[src/rtl/mem_wb_stage.sv]
// rtl/mem_wb_stage.sv - MEM/WB pipeline register, writeback select and sticky HALT tracking (optional MEM_WB_RETIRE_COUNT_EN retire counter)
module mem_wb_stage #(
    parameter int NB_WIDTH = 32,
    parameter int NB_REG   = 5
) (
    input  logic                i_clk,
    input  logic                i_reset,
    input  logic                i_stall,
    input  logic                i_flush,
    input  logic                i_valid,
    input  logic [NB_WIDTH-1:0] i_read_data,
    input  logic [NB_WIDTH-1:0] i_alu_result,
    input  logic [NB_WIDTH-1:0] i_pc_plus8,
    input  logic [NB_REG-1:0]   i_rd,
    input  logic                i_reg_write_CU,
    input  logic [1:0]          i_wb_sel_CU,
    input  logic                i_halt_CU,
    output logic                o_reg_write,
    output logic [NB_REG-1:0]   o_wb_reg,
    output logic [NB_WIDTH-1:0] o_wb_data,
    output logic                o_fwd_valid,
`ifdef MEM_WB_RETIRE_COUNT_EN
    output logic [31:0]         o_retired,
`endif
    output logic                o_halt
);

    typedef enum logic {
        RUN    = 1'b0,
        HALTED = 1'b1
    } state_t;

    state_t              state_q;
    logic                valid_q;
    logic [NB_WIDTH-1:0] read_data_q;
    logic [NB_WIDTH-1:0] alu_q;
    logic [NB_WIDTH-1:0] pc8_q;
    logic [NB_REG-1:0]   rd_q;
    logic                reg_write_q;
    logic [1:0]          wb_sel_q;
    logic                halt_q;

    // A flush overrides a stall, so the stage only truly holds on a stall without flush
    logic hold;
    assign hold = i_stall & ~i_flush;

    // A HALT sitting in the register already counts as halted, so it never writes back
    logic halted;
    assign halted = (state_q == HALTED) | (valid_q & halt_q);

    // Stage registers: reset clears, flush inserts a bubble, stall holds, otherwise load
    always_ff @(posedge i_clk) begin
        if (!i_reset) begin
            valid_q     <= 1'b0;
            read_data_q <= '0;
            alu_q       <= '0;
            pc8_q       <= '0;
            rd_q        <= '0;
            reg_write_q <= 1'b0;
            wb_sel_q    <= 2'b00;
            halt_q      <= 1'b0;
        end else if (i_flush || !i_stall) begin
            valid_q     <= i_valid & ~i_flush;
            read_data_q <= i_read_data;
            alu_q       <= i_alu_result;
            pc8_q       <= i_pc_plus8;
            rd_q        <= i_rd;
            reg_write_q <= i_reg_write_CU;
            wb_sel_q    <= i_wb_sel_CU;
            halt_q      <= i_halt_CU;
        end
    end

    // Halt state: enter once the valid HALT leaves the register; only reset returns to RUN
    always_ff @(posedge i_clk) begin
        if (!i_reset) begin
            state_q <= RUN;
        end else if (!hold && state_q == RUN && valid_q && halt_q) begin
            state_q <= HALTED;
        end
    end

`ifdef MEM_WB_RETIRE_COUNT_EN
    // Retire counter: one count per valid instruction leaving the stage while running
    always_ff @(posedge i_clk) begin
        if (!i_reset) begin
            o_retired <= 32'd0;
        end else if (valid_q && !hold && state_q == RUN) begin
            o_retired <= o_retired + 32'd1;
        end
    end
`endif

    // Writeback source mux on the registered fields
    always_comb begin
        o_wb_data = alu_q;
        case (wb_sel_q)
            2'b01:   o_wb_data = read_data_q;
            2'b10:   o_wb_data = pc8_q;
            default: o_wb_data = alu_q;
        endcase
    end

    assign o_wb_reg    = rd_q;
    assign o_reg_write = valid_q & reg_write_q & (rd_q != '0) & ~halted;
    assign o_fwd_valid = o_reg_write;
    assign o_halt      = halted;

endmodule

[config.mk]
export PLATFORM = sky130hd
export DESIGN_NAME = mem_wb_stage
export DESIGN_NICKNAME = d
export VERILOG_FILES = /design/src/rtl/mem_wb_stage.sv
export SDC_FILE = /design/constraint.sdc
export NUM_CORES = 1
export LEC_CHECK = 0
export CAP_MARGIN = 20
export CORE_ASPECT_RATIO = 0.8
export CORE_MARGIN = 10
export CORE_UTILIZATION = 45
export CTS_CLUSTER_SIZE = 24
export DETAILED_ROUTE_END_ITERATION = 16
export PLACE_DENSITY_LB_ADDON = 0.12
export SETUP_SLACK_MARGIN = 0.02
export SLEW_MARGIN = 10
export SYNTH_ARGS = -nofsm -noshare
export SYNTH_HDL_FRONTEND = slang
export SYNTH_SLANG_ARGS = --single-unit
[constraint.sdc]
create_clock -name i_clk -period 2.1 [get_ports i_clk]
set_clock_uncertainty 0.2 [all_clocks]
set_input_delay 0.42 -clock i_clk [delete_from_list [all_inputs] [get_ports i_clk]]
set_output_delay 0.42 -clock i_clk [all_outputs]
set_load 0.005 [all_outputs]
== Word-level counts from Yosys, hierarchy flattened ==
Index checks and enable logic that the tools add are counted.

* Bits in registers: 107
* Output and inout port bits: 40

* Eq/ne operators: 2
* Mux-type cells: 1
* Bitwise logic cells: 10
* Reductions and logical operators: 7

{| class="wikitable"
|+ Operators by type and width
! operator !! count
|-
| $pmux 32 s2 || 1
|-
| $and 1x1->1 || 6
|-
| $reduce_bool 5->1 || 1
|-
| $logic_and 1x1->1 || 3
|-
| $not 1->1 || 3
|-
| $eq 2x1->1 const B || 1
|-
| $eq 2x2->1 const B || 1
|-
| $logic_not 1->1 || 2
|-
| $logic_or 1x1->1 || 1
|-
| $or 1x1->1 || 1
|}

== Depth between registers and ports, before layout ==
* Depth after elaboration: 6
* Depth in mapped cells: 6
* Depth with buffers taken out: 4

== Least setup slack after synthesis ==
No wires, ideal clock.

* Path type: register to output
* Start point: register wb_sel_q[0]
* End point: output o_wb_data[0]
* Arrival time: 1,301 ps
* Setup slack: 179 ps
* Stages on the path, launching flop included: 7
* Buffers on the path: 2
* Cells stage by stage: dfxtp_1 inv_1 ha_1 clkbuf_1 clkbuf_1 nand2_1 o21ai_0

* Longest elaborated chain between the ends: 2

{| class="wikitable"
|+ Ends and longest elaborated chain
! item !! RTL line !! RTL
|-
| start: declaration || 40 || <nowiki>logic [1:0] wb_sel_q;</nowiki>
|-
| start signal: assignment || 69 || <nowiki>wb_sel_q <= i_wb_sel_CU;</nowiki>
|-
| $eq 2x2->1 or $eq 2x1->1 (tied branches) || 97 || <nowiki>case (wb_sel_q)</nowiki>
|-
| $pmux 32 s2 * || 97 ||
|-
| end: declaration || 20 || <nowiki>output logic [NB_WIDTH-1:0] o_wb_data,</nowiki>
|}

Every way passes the cells marked *; elsewhere a longest branch is shown, timed or not.

== Worst setup path in the final report ==
* Start point: register wb_sel_q[0]
* End point: output o_wb_data[22]

Same word-level chain as after synthesis.

==> results.md <==
* CTS tree: built
* Ratio of cells with drive above 1 in the final layout at 0.192
* Slowest-stage cell, CP: dfxtp_2
* PnR worst setup slack at -121 ps
* # setup viols final at 27
* Total power at a little over 5 mW
* Kind of end point of the critical path: output port
* Final HPWL DP at between 9000 and 10000 um
* Worst slack, placed at -243 ps
* PwrDens at 720 nW/um^2
* Failing checks: setup timing
* Yosys reg bits at between 100 and 150
* Post-CTS Hold Buffers at 0
* Synthesized area per cell at just under 8 um^2
* Syn nets at about 700
* Critical Path AT at 1600 ps
* YS warnings at 0
* Largest net degree at the start of global routing at between 100 and 150
* Netlist cell types at 21
* Number of global-route vias before repair at 4350
* Worst min path class: reg2reg
* DRT iter0 DRCs at 320
* Hold Path Depth at 2
* Port Buffer Count at 149
* Total GRT Usage at 0.184
* Drt drc at 0
* Critical Path RT at 1480 ps
* Reg clk slew, reported paths at roughly 70 ps
* H-tree Lvls at 3
* First-pass GRT wire length at roughly 22000 um
* Net count, final at around 840
* Reg2Reg Depth at 4
* Minimum clock period after layout at around 2200 ps
* Clk_lat worst skew at around 340 ps
* Core Footprint at 9810 um^2
* P_leak at 2.84 nW
* Routability cong. at approximately 0.83
* Max cap viols at 0
* Slowest stage delay, CP at about 340 ps
* Status: finished, violations left
* Fin. Hold Viols at 0
* Biggest regs: alu_q: 32 flops, pc8_q: 32 flops, read_data_q: 32 flops
* Drt wl/cell at approximately 16 um
* Vias per inst at between 5 and 6
* Routed WL at ~14000 um
* First drt pass iteration count at 4
* Max clock buf depth at 2
* Unrepaired setup endpoints after global routing: true
* Total CTS buffers at 9
* Fmax at roughly 0.45 GHz
* Root Buffer: clkbuf_16
* Critical Path Fanout Max at 8
* Worst-Margin Slew at roughly 390 ps
* Final period util at 1.06
* Diode count at 0
* Mapped Cells at roughly 580
* Die X at about 130 um
* Relative slew slack at 0.742
* IO Count at 150
* Synth-to-Final Area Change at 52.4%
* CP cell instances: inv_2 > ha_4 > buf_8 > buf_12 > buf_6 > o21ai_1 > buf_2
* Startpoint types: flip-flop
* Mapped cell area at approximately 4600 um^2
* FP Rows at 32
* DR vias at around 4.4k
* Die area at roughly 15000 um^2
* Overflow after GRT at 0
* Max Slew Vio Count at 0
* Maximum vdd ir drop at between 0.4 and 0.5 mV
* ANT nets after route at 0
* Initial antenna violation count at 0
* Starting density of the core at 0.469
* Critical path type: reg2out
* # clock sinks at 107
* Sequential share of the synthesized area at 0.465
* Chip Height at between 100 and 150 um
## critical path: cells and delay by family (launching register included)
family                     cells  cell delay, ps
AOI/OAI and AO/OA              1              90
adders and majority gates      1             260
buffers and inverters          5             560
DFF                            1             340
## path summary, 6_finish.rpt
check	start	endpoint	slack, ps
min	alu_q[21]	alu_q[21]	250
min reg2reg	alu_q[21]	alu_q[21]	250
max reg2reg	wb_sel_q[0]	wb_sel_q[0]	1120
max	wb_sel_q[0]	o_wb_data[22]	-120
## cells by family (layout without fill, tap and decap cells)
family	after synthesis	after routing	synth area share
multiplexers	1	1	0.00218
adder cells (fa/ha/maj)	2	2	0.00544
flip-flops	107	107	0.465
AND/OR/NAND/NOR	249	249	0.206
buffers and inverters	52	204	0.0598
AO/OA/AOI/OAI	172	172	0.262
## cell usage after synthesis (all sizes together)
library cell	number	area, um^2
nand2	242	908
dfxtp	107	2140
a21boi	105	788
o21ai	33	165
a22oi	32	240
clkbuf	25	95.1
buf	24	169
inv	3	11.3
a21oi	2	10.0
ha	2	25.0
nor2	2	7.51
mux2i	1	10.0
nand2b	1	6.26
nand3	1	5.00
nor2b	1	6.26
nor3	1	5.00
nor3b	1	7.51
## per-stage QoR
| step | setup TNS, ps | utilization | cells | cell area [um^2] | hold slack [ps] |
|---|---|---|---|---|---|
| after floorplan | 0 | - | 583 | 4600 | 230 |
| after global placement | -4580 | 0.637 | 836 | 6250 | 237 |
| after detailed placement | -5540 | 0.637 | 836 | 6250 | 244 |
| after CTS | -2340 | 0.691 | 861 | 6780 | 255 |
| after global routing | -4440 | 0.715 | 871 | 7020 | 282 |
| final | -1890 | 0.715 | 871 | 7020 | 252 |
## power by group
| group | switching (mW) | internal (mW) |
|---|---|---|
| combinational | 0.389 | 0.525 |
| clock | 0.719 | 1.18 |
| sequential | 0.0865 | 2.16 |
| total | 1.19 | 3.86 |
## placed cells by master (no fill, tap or decap), types with 3 or more instances in the layout
master | synthesis | layout
nand2_4 | 0 | 5
a21boi_1 | 50 | 50
dfxtp_1 | 107 | 104
clkbuf_2 | 1 | 3
dfxtp_2 | 0 | 3
clkdlybuf4s50_1 | 0 | 113
buf_8 | 0 | 4
a21boi_0 | 55 | 55
buf_12 | 0 | 11
a22oi_2 | 0 | 28
nand2_1 | 242 | 229
o21ai_2 | 0 | 7
buf_2 | 15 | 28
buf_4 | 2 | 6
clkbuf_16 | 0 | 12
dlygate4sd2_1 | 0 | 3
buf_6 | 7 | 11
a22oi_1 | 32 | 4
nand2_2 | 0 | 8
clkbuf_8 | 0 | 4
o21ai_0 | 33 | 4
o21ai_1 | 0 | 22
## final cells by class
cell class,instances,area [um^2]
Fill cell,767,2790
Multi-Input combinational cell,424,2460
Sequential cell,107,2150
Timing Repair Buffer,185,1880
Clock buffer,13,280
Tap cell,136,170
Clock inverter,3,67.6
Inverter,3,11.3
## per-layer routing
| metal | global-route usage | wire (um) | vias to the layer above |
|---|---|---|---|
| li1 | - | - | 2218 |
| met1 | 0.233 | 6530 | 2044 |
| met2 | 0.281 | 6360 | 132 |
| met3 | 0.0818 | 1170 | 10 |
| met4 | 0.0386 | 136 | 0 |
| met5 | 0 | 0 | - |
## repair_timing
action / in CTS / in global routing
cloned: 1 / 3
pin swaps: 9 / 21
resized for setup: 199 / 41
hold endpoints to repair: 0 / 0
buffers inserted: 8 / 8
setup endpoints to repair: 35 / 34
No activity file was read; power rests on OpenSTA's default activity.
